==> src/rtl/pcpu_int_pkg.sv <==
// Shared interrupt-sequencer definitions: FSM state encoding, default vector layout,
// and a helper that sizes the cause index from the IRQ count.
package pcpu_int_pkg;

    typedef enum logic [1:0] {
        IDLE    = 2'd0,
        ENTER   = 2'd1,
        SERVICE = 2'd2,
        RESTORE = 2'd3
    } int_state_e;

    localparam logic [31:0] DEF_VEC_BASE   = 32'h0000_1000;
    localparam logic [31:0] DEF_VEC_STRIDE = 32'h0000_0010;

    function automatic int cause_w(input int num_irq);
        return (num_irq <= 1) ? 1 : $clog2(num_irq);
    endfunction

endpackage

==> src/rtl/pipe_int_ctrl_if.sv <==
// Bundle between the pipeline (master) and the interrupt sequencer (slave):
// IRQ lines, ID-stage flush/PC inputs, and the freeze/restore/context outputs.
interface pipe_int_ctrl_if #(
    parameter int NUM_IRQ = 8,
    parameter int CAUSE_W = 3
);
    logic [NUM_IRQ-1:0] irq;
    logic [NUM_IRQ-1:0] irq_mask;
    logic               ID_Flush_branch;
    logic               ID_Flush_hazard;
    logic [31:0]        ID_PC;
    logic               int_done;
    logic               INT_detected;
    logic               INT_restore;
    logic [CAUSE_W-1:0] int_cause;
    logic [31:0]        int_epc;
    logic [31:0]        int_vector;
    logic [NUM_IRQ-1:0] int_pending;
    logic               int_wdt_expired;

    modport master (
        output irq, irq_mask, ID_Flush_branch, ID_Flush_hazard, ID_PC, int_done,
        input  INT_detected, INT_restore, int_cause, int_epc, int_vector,
               int_pending, int_wdt_expired
    );

    modport slave (
        input  irq, irq_mask, ID_Flush_branch, ID_Flush_hazard, ID_PC, int_done,
        output INT_detected, INT_restore, int_cause, int_epc, int_vector,
               int_pending, int_wdt_expired
    );
endinterface

==> src/rtl/irq_edge_pending.sv <==
// Purpose: latch IRQ rising edges into a pending register and pick the lowest unmasked one.
// Latency: edge sampled at a clock edge is pending right after it; winner is combinational.
// Backpressure: masked lines stay pending indefinitely; a new edge beats a same-cycle clear.
module irq_edge_pending
    import pcpu_int_pkg::*;
#(
    parameter int NUM_IRQ = 8,
    parameter int CAUSE_W = cause_w(NUM_IRQ)
) (
    input  logic               clk,
    input  logic               reset,
    input  logic [NUM_IRQ-1:0] irq,
    input  logic [NUM_IRQ-1:0] irq_mask,
    input  logic               clr_vld,
    input  logic [CAUSE_W-1:0] clr_idx,
    output logic [NUM_IRQ-1:0] pending,
    output logic               win_vld,
    output logic [CAUSE_W-1:0] win_idx
);

    logic [NUM_IRQ-1:0] irq_q;
    logic [NUM_IRQ-1:0] rise;
    logic [NUM_IRQ-1:0] clr_mask;
    logic [NUM_IRQ-1:0] eligible;

    assign rise     = irq & ~irq_q;
    assign clr_mask = clr_vld ? (NUM_IRQ'(1) << clr_idx) : '0;
    assign eligible = pending & ~irq_mask;
    assign win_vld  = |eligible;

    always_ff @(posedge clk or posedge reset) begin
        if (reset) begin
            irq_q   <= '0;
            pending <= '0;
        end else begin
            irq_q   <= irq;
            pending <= (pending & ~clr_mask) | rise;
        end
    end

    // Scan from the top so the lowest set index is the one left standing.
    always_comb begin
        win_idx = '0;
        for (int i = NUM_IRQ - 1; i >= 0; i--) begin
            if (eligible[i]) win_idx = CAUSE_W'(i);
        end
    end

endmodule

==> src/rtl/pipe_int_ctrl.sv <==
// Purpose: interrupt sequencer freezing ID/EX (INT_detected) and releasing it (INT_restore); INT_WATCHDOG_EN adds a service watchdog.
// Latency: irq edge at t -> pending t+1 -> INT_detected t+2 when idle, unmasked and flush-free.
// Backpressure: entry deferred while ID_Flush_branch/ID_Flush_hazard is high; no nesting, new IRQs only pend.
module pipe_int_ctrl
    import pcpu_int_pkg::*;
#(
    parameter int          NUM_IRQ    = 8,
    parameter int          CAUSE_W    = cause_w(NUM_IRQ),
    parameter logic [31:0] VEC_BASE   = DEF_VEC_BASE,
    parameter logic [31:0] VEC_STRIDE = DEF_VEC_STRIDE,
    parameter int          WDT_CYCLES = 1024
) (
    input  logic          clk,
    input  logic          reset,
    pipe_int_ctrl_if.slave bus
);

    int_state_e         state_q, state_d;
    logic               win_vld;
    logic [CAUSE_W-1:0] win_idx;
    logic               accept;
    logic               done_seen_q;
    logic               wdt_hit;

    irq_edge_pending #(
        .NUM_IRQ (NUM_IRQ),
        .CAUSE_W (CAUSE_W)
    ) u_pend (
        .clk      (clk),
        .reset    (reset),
        .irq      (bus.irq),
        .irq_mask (bus.irq_mask),
        .clr_vld  (accept),
        .clr_idx  (win_idx),
        .pending  (bus.int_pending),
        .win_vld  (win_vld),
        .win_idx  (win_idx)
    );

    always_comb begin
        state_d = state_q;
        accept  = 1'b0;
        case (state_q)
            IDLE: begin
                if (win_vld && !(bus.ID_Flush_branch || bus.ID_Flush_hazard)) begin
                    state_d = ENTER;
                    accept  = 1'b1;
                end
            end
            ENTER:   state_d = SERVICE;
            SERVICE: begin
                if (bus.int_done || done_seen_q || wdt_hit) state_d = RESTORE;
            end
            RESTORE: state_d = IDLE;
            default: state_d = IDLE;
        endcase
    end

    always_ff @(posedge clk or posedge reset) begin
        if (reset) begin
            state_q        <= IDLE;
            done_seen_q    <= 1'b0;
            bus.int_cause  <= '0;
            bus.int_epc    <= '0;
            bus.int_vector <= '0;
        end else begin
            state_q <= state_d;
            // A completion that races ahead during ENTER is held for exactly one cycle.
            done_seen_q <= (state_q == ENTER) && bus.int_done;
            if (accept) begin
                bus.int_cause  <= win_idx;
                bus.int_epc    <= bus.ID_PC;
                bus.int_vector <= VEC_BASE + 32'(win_idx) * VEC_STRIDE;
            end
        end
    end

    assign bus.INT_detected = (state_q == ENTER) || (state_q == SERVICE);
    assign bus.INT_restore  = (state_q == RESTORE);

`ifdef INT_WATCHDOG_EN
    localparam int WDT_W = $clog2(WDT_CYCLES + 1);

    logic [WDT_W-1:0] wdt_cnt;
    logic             wdt_exp_q;

    assign wdt_hit = (state_q == SERVICE) && (wdt_cnt == WDT_W'(WDT_CYCLES - 1));

    always_ff @(posedge clk or posedge reset) begin
        if (reset) begin
            wdt_cnt   <= '0;
            wdt_exp_q <= 1'b0;
        end else begin
            wdt_cnt <= (state_q == SERVICE) ? wdt_cnt + 1'b1 : '0;
            if (wdt_hit && !(bus.int_done || done_seen_q)) wdt_exp_q <= 1'b1;
        end
    end

    assign bus.int_wdt_expired = wdt_exp_q;
`else
    assign wdt_hit             = 1'b0;
    assign bus.int_wdt_expired = 1'b0;
`endif

endmodule

==> src/flat_wrapper.sv <==
// flat-port wrapper written by rule: the top's interface ports become plain ports
module pipe_int_ctrl_flat import pcpu_int_pkg::*;
#(
    parameter int          NUM_IRQ    = 8,
    parameter int          CAUSE_W    = cause_w(NUM_IRQ),
    parameter logic [31:0] VEC_BASE   = DEF_VEC_BASE,
    parameter logic [31:0] VEC_STRIDE = DEF_VEC_STRIDE,
    parameter int          WDT_CYCLES = 1024
)
  (clk, reset, bus_irq, bus_irq_mask, bus_ID_Flush_branch, bus_ID_Flush_hazard, bus_ID_PC, bus_int_done, bus_INT_detected, bus_INT_restore, bus_int_cause, bus_int_epc, bus_int_vector, bus_int_pending, bus_int_wdt_expired);
  pipe_int_ctrl_if #(.NUM_IRQ(NUM_IRQ), .CAUSE_W(CAUSE_W)) bus_i ();
  input  logic clk;
  input  logic reset;
  input wire logic [$bits(bus_i.irq)-1:0] bus_irq;
  input wire logic [$bits(bus_i.irq_mask)-1:0] bus_irq_mask;
  input wire logic [$bits(bus_i.ID_Flush_branch)-1:0] bus_ID_Flush_branch;
  input wire logic [$bits(bus_i.ID_Flush_hazard)-1:0] bus_ID_Flush_hazard;
  input wire logic [$bits(bus_i.ID_PC)-1:0] bus_ID_PC;
  input wire logic [$bits(bus_i.int_done)-1:0] bus_int_done;
  output wire logic [$bits(bus_i.INT_detected)-1:0] bus_INT_detected;
  output wire logic [$bits(bus_i.INT_restore)-1:0] bus_INT_restore;
  output wire logic [$bits(bus_i.int_cause)-1:0] bus_int_cause;
  output wire logic [$bits(bus_i.int_epc)-1:0] bus_int_epc;
  output wire logic [$bits(bus_i.int_vector)-1:0] bus_int_vector;
  output wire logic [$bits(bus_i.int_pending)-1:0] bus_int_pending;
  output wire logic [$bits(bus_i.int_wdt_expired)-1:0] bus_int_wdt_expired;
  assign bus_i.irq = bus_irq;
  assign bus_i.irq_mask = bus_irq_mask;
  assign bus_i.ID_Flush_branch = bus_ID_Flush_branch;
  assign bus_i.ID_Flush_hazard = bus_ID_Flush_hazard;
  assign bus_i.ID_PC = bus_ID_PC;
  assign bus_i.int_done = bus_int_done;
  assign bus_INT_detected = bus_i.INT_detected;
  assign bus_INT_restore = bus_i.INT_restore;
  assign bus_int_cause = bus_i.int_cause;
  assign bus_int_epc = bus_i.int_epc;
  assign bus_int_vector = bus_i.int_vector;
  assign bus_int_pending = bus_i.int_pending;
  assign bus_int_wdt_expired = bus_i.int_wdt_expired;
  pipe_int_ctrl #(.NUM_IRQ(NUM_IRQ), .CAUSE_W(CAUSE_W), .VEC_BASE(VEC_BASE), .VEC_STRIDE(VEC_STRIDE), .WDT_CYCLES(WDT_CYCLES)) u_core (.clk(clk), .reset(reset), .bus(bus_i));
endmodule
==> config.mk <==
export PLATFORM = sky130hd
export DESIGN_NAME = pipe_int_ctrl_flat
export DESIGN_NICKNAME = d
export VERILOG_FILES = /design/src/rtl/pcpu_int_pkg.sv /design/src/rtl/pipe_int_ctrl_if.sv /design/src/rtl/irq_edge_pending.sv /design/src/rtl/pipe_int_ctrl.sv /design/src/flat_wrapper.sv
export SDC_FILE = /design/constraint.sdc
export NUM_CORES = 1
export LEC_CHECK = 0
export BUFFER_PORTS_ARGS = -buffer_cell sky130_fd_sc_hd__buf_2
export CAP_MARGIN = 40
export CORE_ASPECT_RATIO = 0.7
export CORE_MARGIN = 10
export CORE_UTILIZATION = 41
export CTS_CLUSTER_DIAMETER = 40
export DETAILED_ROUTE_END_ITERATION = 16
export PLACE_DENSITY = 0.76
export SYNTH_ARGS = -nofsm -noshare
export SYNTH_HDL_FRONTEND = slang
export SYNTH_SLANG_ARGS = --single-unit
export TNS_END_PERCENT = 50
==> constraint.sdc <==
create_clock -name clk -period 2 [get_ports clk]
set_clock_uncertainty 0.15 [all_clocks]
set_input_delay 0.4 -clock clk [delete_from_list [all_inputs] [get_ports clk]]
set_output_delay 0.4 -clock clk [all_outputs]
set_load 0.03 [all_outputs]
==> reports/qor.txt <==
Global Route Usage Sum = 13.5%
die area = 9770 um^2
Initial Utilization = 43.2%
Bufs on Longest Clock Path = 2
Max-Cap Viols = 0
via count = 1862
largest net degree at the start of global routing = 30
hpwl dp = 5420 um
Post-synth EDFFs = 0
Worst Path Required = 2.04 ns
final period utilization = 104%
Placer Congestion = 0.839
drt drc = 0
ys async rst share = 100%
min-delay worst type = in2reg
post-synthesis cell type count = 35
wire per inst = 16.3 um
crit path kind = reg2reg
row count = 23
hold slack = 0.0632 ns
vias per cell = 4.61
area delta synth->final = 32.4%
DR iter-0 viols = 63
number of port buffers = 101
Layout fillers = 509
CTS sink count = 55
complex-gate fraction of the synthesized area = 8.84%
H-tree levels = 2
crit path launch type = flip-flop
P per Cell Area = 1440 nW/um^2
drt first pass iters = 4
register area share after synthesis = 54.3%
Clock transition at path regs = 0.10 ns
crit-path max FO = 21
DIE WIDTH = 114 um
io pins = 131
synthesis warning total = 0
endpoints failing hold = 0
antenna violations before repair = 0
die height = 85.8 um
fin area = 3360 um^2
top cells by count, synth = dfrtp_1 (55), buf_4 (35), mux2_1 (33), o21ai_0 (13), inv_1 (12)
vias in the first global route = 2129
largest family of logic cells by synthesized area = multiplexers
Top FF cell, synth = dfrtp_1
Post-Synth Adder-Cell Area = 1.98%
Synth Area in XOR/XNOR = 0%
clk_lat worst skew = 0.30 ns
endpoint type of the worst setup path = flip-flop
run status = finished with violations
worst-case reg-to-reg path depth = 5
FF-to-FF Start = u_core.u_pend.pending[4]
share of the synthesized area in the top cell type = 54.3%
Syn Inst Count = 205
first-pass GRT wire length = 10900 um
RSZ-0062 raised after global routing = true
Slew Limit Fails = 0
simple-gate area share of the yosys netlist = 7.75%
core area = 5870 um^2
count leader, synth = dfrtp_1
Placed Area = 3210 um^2
worst setup margin = -0.0886 ns
crit path DAT = 2.12 ns
IR drop worst, VDD = 0.843 mV
Nets = 385
failing checks = setup timing
ratio of cells with drive above 1 in the final layout = 47.7%
number of buffers created by CTS = 5
WL final = 6600 um
Cell Area, Synth = 2530 um^2
final setup vio count = 33
worst setup path startpoint = u_core.u_pend.pending[4]
Root Driver = clkbuf_8
multiplexer share of the synthesized area = 14.7%
fin crit period = 2.09 ns
area of the multi-input gates = 1040 um^2
ANT nets after route = 0
Yosys top cell by area = dfrtp_1
number of synthesized register bits = 55
Worst R2R End = u_core.bus.int_epc[28]
Syn Area/Cell = 12.4 um^2
total gr overflow = 0
Reg area = 1380 um^2
leakage = 1.75 nW
CP Capture Point = u_core.bus.int_epc[28]
CTS tree = built
Antenna diodes = 0
reg2reg setup slack = -0.09 ns
Achievable Freq = 479 MHz
top post-synthesis cells by area = dfrtp_1 (54%), mux2_1 (15%), buf_4 (10%), o21ai_0 (2.6%), nand2b_1 (2.2%)
[worst min-delay path by stage]
stage	slack [ns]	start	endpoint	cells after the start
2_1_floorplan	0.25	u_core.u_pend.irq_q[0]	u_core.u_pend.pending[0]	1
3_3_place_gp	0.25	u_core.u_pend.irq_q[2]	u_core.u_pend.pending[2]	1
3_5_place_dp	0.27	u_core.u_pend.irq_q[2]	u_core.u_pend.pending[2]	1
4_1_cts	0.05	bus_irq[2]	u_core.u_pend.irq_q[2]	1
5_1_grt	0.05	bus_irq[2]	u_core.u_pend.irq_q[2]	1
6_report	0.06	bus_irq[2]	u_core.u_pend.irq_q[2]	1
[cells by family (layout without fill, tap and decap cells)]
family,count (synthesis),in the layout
simple gates,32,32
other cells,1,29
flops,55,55
compound gates,32,32
fa+ha+maj,4,4
buf+inv,48,144
mux,33,33
[cell usage in the layout (no fill, tap or decap), drive strengths merged, types with 2 or more instances in the layout]
cell,count
nor2,3
o31ai,2
nand3,2
o221ai,3
nand2,2
clkbuf,7
a31oi,3
nand2b,9
inv,12
dfrtp,55
o21ai,13
a221o,2
conb,29
ha,4
mux2,33
or3b,2
or4,2
buf,123
nand4,2
nor2b,6
[flip-flops by register name (all words and copies together), names as in the netlist]
| name | cells |
|---|---|
| u_core.bus.int_cause | 2 |
| u_core.bus.int_epc | 32 |
| u_core.bus.int_vector | 2 |
| u_core.done_seen_q | 1 |
| u_core.state_q | 2 |
| u_core.u_pend.irq_q | 8 |
| u_core.u_pend.pending | 8 |
[stage by stage]
| step | setup TNS (ns) | utilization, % | std cells | power, W | setup slack (ns) |
|---|---|---|---|---|---|
| 2_1_floorplan | -5.41 | - | 233 | 0.00343 | -0.205 |
| 3_3_place_gp | -2.42 | 54.6 | 395 | 0.00407 | -0.0961 |
| 3_5_place_dp | -3.02 | 54.6 | 395 | 0.00415 | -0.134 |
| 4_1_cts | -1.99 | 57.0 | 404 | 0.00489 | -0.0914 |
| 5_1_grt | -3.56 | 57.2 | 404 | 0.00516 | -0.149 |
| 6_report | -1.87 | 57.2 | 404 | 0.00484 | -0.0886 |
[metal layers]
metal  GRT usage [%]  vias up  share of wire (%)
met5               0        -                  0
met4            2.72        0               0.76
met3            5.57        7                8.9
met2            22.5       69                 49
met1            16.0      892                 42
li1                -      894                  -
[power by group]
part           leakage (nW)  internal [W]  switching, W  total, W
logic                  1.08      0.000919       0.00154   0.00246
registers             0.628       0.00152      0.000224   0.00174
clock network        0.0484      0.000285      0.000349  0.000634
[worst max-delay path, cell delays in order (launching register included)]
cell and delay (ns):
dfrtp_2 0.42, nor2b_4 0.13, or4_4 0.54, o21bai_4 0.19, buf_12 0.20, mux2_1 0.34
[final cells by class]
type,instances,share of cell area [%]
Timing Repair Buffer,124,21.0
Multi-Input combinational cell,130,30.9
Tap cell,75,2.80
Clock buffer,7,2.57
Sequential cell,55,41.1
Clock inverter,1,0.261
Inverter,12,1.34
[repair_timing]
action                                 4_1_cts  5_1_grt
hold buffers                                 1        0
resized for setup                            9        3
setup buffers                                0        0
endpoints found under the hold margin       15        0
setup endpoints to repair                   33       34
No activity file was read; power rests on OpenSTA's default activity.
